===== src/rtl/ps2_host_tx.sv =====
// ps2_host_tx: host-to-device PS/2 command transmitter.
// Inhibits the bus, issues request-to-send, shifts the frame out on the
// device-generated clock, checks the device acknowledge and reports done/error.
// Pads are open-drain at top level: pad = OE ? 1'b0 : 1'bz.
module ps2_host_tx #(
  parameter int INHIBIT_CYCLES     = 10000,
  parameter int REQ_SETUP_CYCLES   = 100,
  parameter int FIRST_EDGE_TIMEOUT = 1500000,
  parameter int BIT_TIMEOUT        = 200000,
  parameter int FILTER_LEN         = 8
) (
  input  logic       CLK,
  input  logic       ARST_L,
  input  logic [7:0] TX_DATA,
  input  logic       TX_START,
  output logic       TX_BUSY,
  output logic       TX_DONE,
  output logic       TX_ERR,
  input  logic       PS2_CLK_I,
  input  logic       PS2_DATA_I,
  output logic       PS2_CLK_OE,
  output logic       PS2_DATA_OE
);

  localparam int T_A   = (INHIBIT_CYCLES > REQ_SETUP_CYCLES) ? INHIBIT_CYCLES : REQ_SETUP_CYCLES;
  localparam int T_B   = (FIRST_EDGE_TIMEOUT > BIT_TIMEOUT) ? FIRST_EDGE_TIMEOUT : BIT_TIMEOUT;
  localparam int T_MAX = (T_A > T_B) ? T_A : T_B;
  localparam int TMR_W = $clog2(T_MAX + 1);
  localparam int FLT_W = (FILTER_LEN > 1) ? $clog2(FILTER_LEN) : 1;

  localparam logic [TMR_W-1:0] INH_LAST   = TMR_W'(INHIBIT_CYCLES - 1);
  localparam logic [TMR_W-1:0] REQ_LAST   = TMR_W'(REQ_SETUP_CYCLES - 1);
  localparam logic [TMR_W-1:0] FIRST_LAST = TMR_W'(FIRST_EDGE_TIMEOUT - 1);
  localparam logic [TMR_W-1:0] BIT_LAST   = TMR_W'(BIT_TIMEOUT - 1);
  localparam logic [FLT_W-1:0] FLT_LAST   = FLT_W'(FILTER_LEN - 1);

  typedef enum logic [2:0] {
    IDLE,
    INHIBIT,
    REQ,
    SEND,
    ACK,
    WAIT_IDLE
  } state_t;

  // synchronizer and filter state
  logic             clk_p0, clk_p1, dat_p0, dat_p1;
  logic             clk_flt, dat_flt, clk_fall;
  logic [FLT_W-1:0] clk_fcnt, dat_fcnt;

  // control state
  state_t           state_q, state_d;
  logic [TMR_W-1:0] timer_q, timer_d;
  logic [3:0]       edge_q, edge_d;
  logic             clk_oe_q, clk_oe_d;
  logic             data_oe_q, data_oe_d;
  logic             done_q, done_d;
  logic             err_q, err_d;
  logic             nack_q, nack_d;
  logic             load_frame;
  logic [9:0]       frame_q;

  // Stage p0/p1: two-flop synchronizers for the asynchronous pad inputs (idle high)
  always_ff @(posedge CLK or negedge ARST_L) begin
    if (!ARST_L) begin
      clk_p0 <= 1'b1;
      clk_p1 <= 1'b1;
      dat_p0 <= 1'b1;
      dat_p1 <= 1'b1;
    end else begin
      clk_p0 <= PS2_CLK_I;
      clk_p1 <= clk_p0;
      dat_p0 <= PS2_DATA_I;
      dat_p1 <= dat_p0;
    end
  end

  // Clock filter: accept a new level after FILTER_LEN equal samples; flag 1->0 acceptance as a falling edge
  always_ff @(posedge CLK or negedge ARST_L) begin
    if (!ARST_L) begin
      clk_flt  <= 1'b1;
      clk_fcnt <= '0;
      clk_fall <= 1'b0;
    end else begin
      clk_fall <= 1'b0;
      if (clk_p1 == clk_flt) begin
        clk_fcnt <= '0;
      end else if (clk_fcnt == FLT_LAST) begin
        clk_flt  <= clk_p1;
        clk_fcnt <= '0;
        clk_fall <= ~clk_p1;
      end else begin
        clk_fcnt <= clk_fcnt + FLT_W'(1);
      end
    end
  end

  // Data filter: same acceptance rule so data and clock share the same latency
  always_ff @(posedge CLK or negedge ARST_L) begin
    if (!ARST_L) begin
      dat_flt  <= 1'b1;
      dat_fcnt <= '0;
    end else begin
      if (dat_p1 == dat_flt) begin
        dat_fcnt <= '0;
      end else if (dat_fcnt == FLT_LAST) begin
        dat_flt  <= dat_p1;
        dat_fcnt <= '0;
      end else begin
        dat_fcnt <= dat_fcnt + FLT_W'(1);
      end
    end
  end

  // Frame latch: stop, odd parity, data; shifted out LSB first
  always_ff @(posedge CLK) begin
    if (load_frame) frame_q <= {1'b1, ~^TX_DATA, TX_DATA};
  end

  // Control state register and registered outputs
  always_ff @(posedge CLK or negedge ARST_L) begin
    if (!ARST_L) begin
      state_q   <= IDLE;
      timer_q   <= '0;
      edge_q    <= '0;
      clk_oe_q  <= 1'b0;
      data_oe_q <= 1'b0;
      done_q    <= 1'b0;
      err_q     <= 1'b0;
      nack_q    <= 1'b0;
    end else begin
      state_q   <= state_d;
      timer_q   <= timer_d;
      edge_q    <= edge_d;
      clk_oe_q  <= clk_oe_d;
      data_oe_q <= data_oe_d;
      done_q    <= done_d;
      err_q     <= err_d;
      nack_q    <= nack_d;
    end
  end

  // Next-state logic: sequencing, bit shifting, acknowledge check and timeouts
  always_comb begin
    state_d    = state_q;
    timer_d    = timer_q + TMR_W'(1);
    edge_d     = edge_q;
    clk_oe_d   = clk_oe_q;
    data_oe_d  = data_oe_q;
    done_d     = 1'b0;
    err_d      = 1'b0;
    nack_d     = nack_q;
    load_frame = 1'b0;
    unique case (state_q)
      IDLE: begin
        timer_d   = '0;
        edge_d    = '0;
        clk_oe_d  = 1'b0;
        data_oe_d = 1'b0;
        // a request coinciding with the completion pulse is dropped
        if (TX_START && !done_q && !err_q) begin
          state_d    = INHIBIT;
          clk_oe_d   = 1'b1;
          load_frame = 1'b1;
        end
      end
      INHIBIT: begin
        if (timer_q == INH_LAST) begin
          state_d   = REQ;
          data_oe_d = 1'b1;
          timer_d   = '0;
        end
      end
      REQ: begin
        if (timer_q == REQ_LAST) begin
          state_d  = SEND;
          clk_oe_d = 1'b0;
          timer_d  = '0;
          edge_d   = '0;
        end
      end
      SEND: begin
        if (clk_fall) begin
          timer_d   = '0;
          edge_d    = edge_q + 4'd1;
          data_oe_d = ~frame_q[edge_q];
          // the tenth edge places the stop bit, which releases the line
          if (edge_q == 4'd9) state_d = ACK;
        end else if ((edge_q == 4'd0) ? (timer_q == FIRST_LAST) : (timer_q == BIT_LAST)) begin
          state_d   = IDLE;
          clk_oe_d  = 1'b0;
          data_oe_d = 1'b0;
          err_d     = 1'b1;
        end
      end
      ACK: begin
        if (clk_fall) begin
          nack_d  = dat_flt;
          timer_d = '0;
          state_d = WAIT_IDLE;
        end else if (timer_q == BIT_LAST) begin
          state_d   = IDLE;
          clk_oe_d  = 1'b0;
          data_oe_d = 1'b0;
          err_d     = 1'b1;
        end
      end
      WAIT_IDLE: begin
        if (clk_flt && dat_flt) begin
          state_d   = IDLE;
          clk_oe_d  = 1'b0;
          data_oe_d = 1'b0;
          done_d    = ~nack_q;
          err_d     = nack_q;
        end else if (timer_q == BIT_LAST) begin
          state_d   = IDLE;
          clk_oe_d  = 1'b0;
          data_oe_d = 1'b0;
          err_d     = 1'b1;
        end
      end
      default: begin
        state_d   = IDLE;
        clk_oe_d  = 1'b0;
        data_oe_d = 1'b0;
      end
    endcase
  end

  assign TX_BUSY     = (state_q != IDLE);
  assign TX_DONE     = done_q;
  assign TX_ERR      = err_q;
  assign PS2_CLK_OE  = clk_oe_q;
  assign PS2_DATA_OE = data_oe_q;

endmodule

===== config.mk =====
export PLATFORM = sky130hd
export DESIGN_NAME = ps2_host_tx
export DESIGN_NICKNAME = d
export VERILOG_FILES = /design/src/rtl/ps2_host_tx.sv
export SDC_FILE = /design/constraint.sdc
export NUM_CORES = 1
export LEC_CHECK = 0
export CAP_MARGIN = 40
export CELL_PAD_IN_SITES_DETAIL_PLACEMENT = 1
export CELL_PAD_IN_SITES_GLOBAL_PLACEMENT = 2
export CORE_ASPECT_RATIO = 0.9
export CORE_MARGIN = 2
export CORE_UTILIZATION = 41
export DETAILED_ROUTE_END_ITERATION = 10
export PLACE_DENSITY = 0.8
export SLEW_MARGIN = 15
export SYNTH_ARGS = -nofsm -noshare
export SYNTH_HDL_FRONTEND = slang
export SYNTH_SLANG_ARGS = --single-unit

===== constraint.sdc =====
create_clock -name CLK -period 5.05 [get_ports CLK]
set_input_delay 0.7575 -clock CLK [delete_from_list [all_inputs] [get_ports CLK]]
set_output_delay 0.7575 -clock CLK [all_outputs]
set_load 0.1 [all_outputs]

---- Word-level counts from Yosys, hierarchy flattened ----
Index checks and enable logic that the tools add are counted.
cells by class
  add/sub/neg operators ................... 4
  bitwise gates (word level) .............. 7
  reductions and logical operators ........ 18
  magnitude comparators ................... 1
  muxes and demuxes ....................... 49
  equal/unequal tests ..................... 23
operators with widths
  operator               number
  $pmux 21 s4            1
  $mux 21                3
  $mux 3                 13
  $mux 1                 24
  $add 21x1->21 const B  1
  $eq 21x14->1 const B   1
  $eq 21x18->1 const B   1
  $eq 21x21->1 const B   1
  $eq 21x7->1 const B    1
  $pmux 3 s6             1
  $ne 2x2->1 const B     7
  $eq 3x3->1 const B     4
  $pmux 4 s3             1
  $reduce_and 5->1       2
  $mux 4                 2
  $reduce_xnor 8->1      1
  $not 1->1              7
  $add 3x1->3 const B    2
  $eq 3x2->1 const B     2
  $ne 3x3->1 const B     2
  $pmux 1 s6             1
  $reduce_and 2->1       3
  $reduce_bool 3->1      2
  $lt 4x5->1 const B     1
  14 further kinds       18
word-level totals
  bits of input ports ..................... 13
  word-level logic and storage cells ...... 120
  output and inout bits ................... 5
  register bits after elaboration ......... 55

---- Depth between registers and ports, before layout ----
Gate-level depths: netlist of run 1.
  depth in word-level cells ............... 5
  mapped depth ............................ 9
  gate-level depth less buffers ........... 8

---- Least setup slack after synthesis of run 1 ----
No wires, ideal clock.
  kind .................................... reg2reg
  start point ............................. reg timer_q[7]
  end point ............................... reg edge_q[2]
  cell stages (with the launch flop) ...... 7
  clock period less this slack ............ 2.495 ns
  path buffers ............................ 0
  library setup time ...................... 0.121 ns
  data required time ...................... 4.929 ns
  arrival time ............................ 2.374 ns
  setup slack ............................. 2.555 ns
  path through ............................ dfrtp_1 -> or4b_1 -> or4_1 -> or4_4 -> a31oi_4 -> o21ai_1 -> a22o_1
between the ends
  cells in the longest elaborated chain, start to end .. 3
RTL lines
  element                            RTL line  RTL
  from (decl)                        53        logic [TMR_W-1:0] timer_q, timer_d;
  from (signal assigned)             133       timer_q <= timer_d;
  $eq 21x7->1                        175       if (timer_q == REQ_LAST) begin
  $ne 2x2->1 (no source line)        --
  $reduce_and 3->1 (no source line)  --
  to (signal assigned)               134       edge_q <= edge_d;
  to (decl)                          54        logic [3:0] edge_q, edge_d;
Every way passes these cells.
A chain may end at the register's enable or synchronous reset.

---- Final worst setup path of run 1 ----
  start point ............................. reg state_q[0]
  end point ............................... out TX_BUSY
between the ends
  cells in the longest elaborated chain, start to end .. 1
RTL lines
  element                 RTL line  RTL
  from (decl)             52        state_t state_q, state_d;
  from (signal assigned)  132       state_q <= state_d;
  $reduce_bool 3->1       230       assign TX_BUSY = (state_q != IDLE);
  to (decl)               16        output logic TX_BUSY,
Every way passes these cells.

==> metrics.cfg, run 1 <==
[timing]
hold_violations = 0
slew_violations = 0
skew_ps = 8.26
max_freq_ghz = 0.361
period_needed_ps = 2770
tightest_slew_ps = 639
setup_viol = 0
rsz0062_at_grt = no
fin_setup_tns_ps = 0
fin_crit_sh_pct = 54.8
maxSlewHeadroom_pct = 56.3

[placement]
place_congestion = 0.775
io_buffers = 17
hpwlAfterDp_mm = 4.59
placed_cells = 383

[clock_network]
cts_resized = 0
hold_buffers = 0
cts.path.max_buffers = 2
cts_buffers = 5
cts_tree = yes
cts.sinks = 55
cts_setup_buffers = 0
clock_latency_ps = 310
clockRootBuffer = clkbuf_8
h-tree-depth = 2
cts.clk_slew.worst_paths_ps = 100

[worst_setup_path]
critPathLaunchType = flop
cp_slowest_cell = dfrtp_1
cp-end-kind = output pin
cp.arrival_ps = 2010
rr_startpoint = timer_q[7]
reg2reg_slack_ps = 2310
critPathRequiredTime_ps = 4290
critical_path_class = reg2out
cp_cell_sequence = or3_1 -> clkdlybuf4s50_1 -> buf_8
r2r.worst_path.cells = 6
cp_max_fo = 17
reg2reg_to = edge_q[2]
max_stage_delay_ps = 580

[logic_synthesis]
ys_async_sr_fraction_pct = 83.6
synth_ff_type = dfrtp_1
synth_nets = 298
ys_warn_count = 0
syn_area_mm2 = 0.00284
synthDistinctLibCells = 51
seq_area_frac_synth_pct = 50.3
synth_seq_cells = 55
syn-instance-count = 277
synth-edff-count = 9
synth_area_per_cell_um2 = 10.3

[power_and_ir_drop]
total_power_uw = 1060
power_leakage_uw = 0.00135
ir_drop_uv = 193
powerDensity_mw_per_mm2 = 320

[grt]
grt_pass1_vias = 2180
grt_usage_pct = 17.6
antenna_found_initial = 0
grt_pass1_wl_mm = 10.7
grt_max_degree = 35
grt_overflow = 0

[cells_and_area]
diodes = 0
area_delta_synth_final_pct = 16.2
drive_gt1_share_pct = 11.6
nets = 321
finalNonFillerCells = 391

[die]
ioPinCount = 18
rows = 28
initial_utilization_pct = 42.7
die_h_um = 83.0
coreArea_mm2 = 0.00666
die_w_um = 91.8
dieArea_mm2 = 0.00761

[drt]
drc = 0
drt_pass1_iterations = 4
ant_nets = 0
wl_per_cell_um = 15.8
routed_wl_mm = 6.17
drt_iter0_drc = 70
vias = 2069
routed_via_density = 5.29

[outcome]
status = finished, final reports clean

[worst_hold_path]
hold_path_class = in2async

[job]
cap_violations = 0

==> worst max-delay path: cells and delay by family (launching register included) <==
kind          cells  cell delay, ps
flops             1             580
buf+inv           2             650
simple gates      1             460
==> final cells by class <==
type / instances / area (um2)
Inverter: 5 / 18.8
Tap cell: 90 / 113
Timing Repair Buffer: 25 / 275
Multi-Input combinational cell: 208 / 1350
Sequential cell: 55 / 1430
Fill cell: 753 / 3350
Clock inverter: 3 / 45.0
Clock buffer: 5 / 68.8
==> metrics by stage <==
stage	hold slack (ps)	worst slack, ps	cell area (um2)	utilization, %
floorplan	345	2550	2840	-
global placement	345	2300	3090	46.4
detailed placement	356	2330	3190	47.9
CTS	338	2280	3300	49.6
global route	343	2100	3300	49.6
finish	336	2280	3300	49.6
==> synth_stat cells, types with 2 or more instances <==
cell / n / area, um2
nor2_1: 37 / 139
clkbuf_1: 7 / 26.3
dfstp_2: 6 / 158
ha_1: 8 / 100
nand3_1: 13 / 65.1
mux4_2: 2 / 45.0
nor4_1: 3 / 18.8
o31ai_1: 2 / 15.0
or3b_2: 2 / 17.5
or3_1: 4 / 25.0
mux2_2: 2 / 22.5
nor2b_1: 9 / 56.3
o21ai_0: 6 / 30.0
and4_1: 2 / 17.5
or4_1: 2 / 15.0
xnor2_1: 19 / 166
and3_1: 8 / 50.1
nand2b_1: 6 / 37.5
xor2_1: 9 / 78.8
nand2_1: 23 / 86.3
nand4_1: 5 / 31.3
a21oi_1: 11 / 55.1
buf_4: 2 / 15.0
nor3_1: 5 / 25.0
inv_1: 5 / 18.8
o22ai_1: 2 / 12.5
or2_2: 2 / 12.5
edfxtp_1: 9 / 270
mux2i_1: 2 / 20.0
nor3b_1: 4 / 30.0
dfrtp_1: 40 / 1000
==> metal layers <==
metal	up-vias	routed length (um)	track usage [%]
li1	1021	-	-
met5	-	0	0
met2	20	2880	27.0
met4	0	50	4.75
met3	4	168	3.45
met1	1024	3080	25.5
==> power by group <==
part	switching, uW	internal [uW]	total [uW]
logic	85.3	91.5	177
registers	63.5	514	577
clock network	154	150	304
==> layout by cell type (no fill, tap or decap), types with 9 or more instances in the layout <==
master / instances
xor2_1: 9
edfxtp_1: 9
nor2_1: 37
a21oi_1: 11
nand3_1: 13
xnor2_1: 19
nor2b_1: 9
dfrtp_1: 40
nand2_1: 23
clkdlybuf4s50_1: 16
==> worst max-delay path by stage <==
| stage | startpoint | to | slack [ps] | depth (start not counted) |
|---|---|---|---|---|
| final | state_q[0] | TX_BUSY | 2280 | 3 |
| after global routing | timer_q[0] | timer_q[12] | 2100 | 8 |
| after CTS | state_q[0] | TX_BUSY | 2280 | 3 |
| after detailed placement | timer_q[20] | timer_q[5] | 2330 | 7 |
| after global placement | state_q[1] | TX_BUSY | 2300 | 2 |
| after floorplan | timer_q[7] | edge_q[2] | 2550 | 6 |
==> state kept, by name, summed over array words and instances (netlist names) <==
signal and cells:
timer_q 21, frame_q 9, edge_q 4, clk_fcnt 3, dat_fcnt 3, state_q 3, PS2_CLK_OE 1, PS2_DATA_OE 1
TX_DONE 1, TX_ERR 1, clk_fall 1, clk_flt 1, clk_p0 1, clk_p1 1, dat_flt 1, dat_p0 1
dat_p1 1, nack_q 1
==> kinds of logic after synthesis <==
logic type      Yosys count  synth area share (%)
compound gates           33                  7.75
xor+xnor                 28                  8.63
fa+ha+maj                 8                  3.52
buf+inv                  14                  2.11
flops                    55                  50.3
mux                       6                  3.08
simple gates            133                  24.6
Power figures use the tool's default switching activity.
==> run 2, diff against run 1 <==
--- a/config.mk
+++ b/config.mk
@@ -10,9 +10,9 @@
 export CELL_PAD_IN_SITES_GLOBAL_PLACEMENT = 2
 export CORE_ASPECT_RATIO = 0.9
 export CORE_MARGIN = 2
-export CORE_UTILIZATION = 41
+export CORE_UTILIZATION = 35
 export DETAILED_ROUTE_END_ITERATION = 10
-export PLACE_DENSITY = 0.8
+export PLACE_DENSITY = 0.73
 export SLEW_MARGIN = 15
 export SYNTH_ARGS = -nofsm -noshare
 export SYNTH_HDL_FRONTEND = slang
==> constraint.sdc (replaced) <==
create_clock -name CLK -period 2.25 [get_ports CLK]
set_input_delay 0.3375 -clock CLK [delete_from_list [all_inputs] [get_ports CLK]]
set_output_delay 0.3375 -clock CLK [all_outputs]
set_load 0.1 [all_outputs]
==> run 2 against run 1 <==
Compared with the run above: the flow now finishes with violations (negative setup slack); highest routed layer unchanged; sequential share of layout area decreased by 4.3 points; non-clock buffer count increased by 36; count of clock-buffer cells in the layout increased by 1; largest cell class is now multi-input combinational cells; setup slack got worse by 2500 ps; sequential cell count unchanged; global-route usage decreased by 1.1 points.
==> metrics.cfg, run 2 (synthesized netlist as in run 1, its figures left out) <==
[outcome]
status = complete, but fails checks
violations = negative setup slack

[timing]
timing.hold.ws_ps = 364  ; +28.4 ps
setup_slack_ps = -186  ; -2470 ps
tightest_slew_ps = 659  ; +19.1 ps
fin_setup_tns_ps = -3870  ; -3870 ps
setup_viol = 28  ; +28
rsz0062_at_grt = yes
fin_crit_sh_pct = 108
hold_violations = 0  ; unchanged
period_needed_ps = 2440
skew_ps = 7.31  ; -0.944 ps
slew_violations = 0  ; unchanged
max_freq_ghz = 0.411
maxSlewHeadroom_pct = 56.1  ; -0.17 points

[grt]
grt_usage_pct = 16.5  ; -1.1 points
grt_overflow = 0  ; unchanged
grt_pass1_vias = 2325  ; +6.7%
antenna_found_initial = 0  ; unchanged
grt_max_degree = 19  ; -46%
grt_pass1_wl_mm = 11.5  ; +6.7%

[drt]
routed_wl_mm = 7.03  ; +14%
vias = 2234  ; +8.0%
wl_per_cell_um = 16.1  ; +2.1%
drt_iter0_drc = 72  ; +2.9%
drt_pass1_iterations = 4  ; unchanged
drc = 0  ; unchanged
ant_nets = 0  ; unchanged
routed_via_density = 5.12  ; -3.2%

[clock_network]
cts_buffers = 5  ; unchanged
cts.sinks = 55  ; unchanged
cts_tree = yes
h-tree-depth = 2  ; unchanged
cts.path.max_buffers = 2  ; unchanged
cts.clk_slew.worst_paths_ps = 90  ; about the same
clock_latency_ps = 310  ; about the same
clockRootBuffer = clkbuf_8

[die]
coreArea_mm2 = 0.00795  ; +19%
initial_utilization_pct = 35.7  ; -7.0 points
dieArea_mm2 = 0.00886  ; +16%
die_h_um = 89.5  ; +7.8%
ioPinCount = 18  ; unchanged
die_w_um = 99.0  ; +7.9%
rows = 31  ; +11%

[cells_and_area]
finalNonFillerCells = 436  ; +12%
layout_commonest_cell = buf_4
largestRegisters = timer_q x21, frame_q x9, edge_q x4
diodes = 0  ; unchanged
regMostFlops = timer_q
fillers = 910  ; +21%
area_delta_synth_final_pct = 28.9
drive_gt1_share_pct = 28.8  ; +17 points
nets = 357  ; +11%
layout_common_cells = buf_4, dfrtp_1, nor2_1
largest_reg_flops = 21  ; unchanged

[worst_setup_path]
cp-end-kind = flop
cp.arrival_ps = 2630  ; +620 ps
cp_max_fo = 3  ; -14
critPathRequiredTime_ps = 2450  ; -1840 ps
critPathLaunchType = flop
critical_path_class = reg2reg

[placement]
place_congestion = 0.769  ; -0.72%
placed_cells = 423  ; +10%
io_buffers = 17  ; unchanged
hpwlAfterDp_mm = 5.18  ; +13%

[power_and_ir_drop]
total_power_uw = 2310  ; +120%
power_leakage_uw = 0.00152  ; +12%
powerDensity_mw_per_mm2 = 631  ; +97%
ir_drop_uv = 400  ; +110%

[job]
cap_violations = 0  ; unchanged

[worst_hold_path]
hold_path_class = reg2reg

-- run 2: cell types whose count changed in the layout (fill, tap and decap cells not counted), moves of 3 or more --
cell / delta
buf_6: +3
clkdlybuf4s50_1: -5
buf_8: -4
nor2_1: -9
buf_4: +41
nor2_2: +6
nor2_4: +3
-- run 2: path summary, 6_finish.rpt --
check	from	to	slack (ps)	cells past startpoint
max	timer_q[10]	edge_q[2]	-190	6
max in group asynchronous	ARST_L	dat_p0	1080	3
min reg2reg	dat_p0	dat_p1	360	0
min	dat_p0	dat_p1	360	0
max reg2reg	timer_q[10]	edge_q[2]	-190	6
min in group asynchronous	ARST_L	edge_q[0]	500	2
-- run 2: timing repair --
item                                   CTS  global route
endpoints found under the hold margin   16             0
gates cloned                             1             0
hold buffers                             1             0
pin swaps                               15             2
setup endpoints to repair               30            30
resized for setup                       20            18
setup buffers                            1             2
-- run 2: metrics by stage --
step / cell area (um2) / utilization [%] / setup slack, ps
after floorplan: 2840 / - / -193
after global placement: 3380 / 42.6 / -183
after detailed placement: 3380 / 42.6 / -251
after CTS: 3570 / 44.9 / -206
after global routing: 3660 / 46.1 / -249
final: 3660 / 46.1 / -186
-- run 2: final cells by class --
class	count	area [um2]	area share, %
inverters	5	18.8	0.512
well taps	99	124	3.38
clock inverters	2	12.5	0.342
multi-input cells	208	1490	40.7
flip-flops and latches	55	1430	39.0
repair buffers	61	517	14.1
clock buffers	6	72.6	1.98
-- run 2: metal layers --
| metal | vias up | routed length [um] | global-route usage [%] |
|---|---|---|---|
| li1 | 1094 | - | - |
| met1 | 1122 | 3380 | 23.0 |
| met2 | 13 | 3460 | 27.1 |
| met3 | 5 | 130 | 2.58 |
| met4 | 0 | 59 | 4.11 |
| met5 | - | 0 | 0 |
-- run 2: critical path, cell delays in order, from the launching register on --
cell and delay (ps):
dfrtp_1 390, or4b_4 530, or4_1 410, or4_4 480, a31oi_4 220, o21ai_1 90, a22o_1 210
-- run 2: power breakdown --
part | switching (uW) | internal [uW]
logic | 239 | 269
clock network | 317 | 218
registers | 112 | 1150
total | 669 | 1640
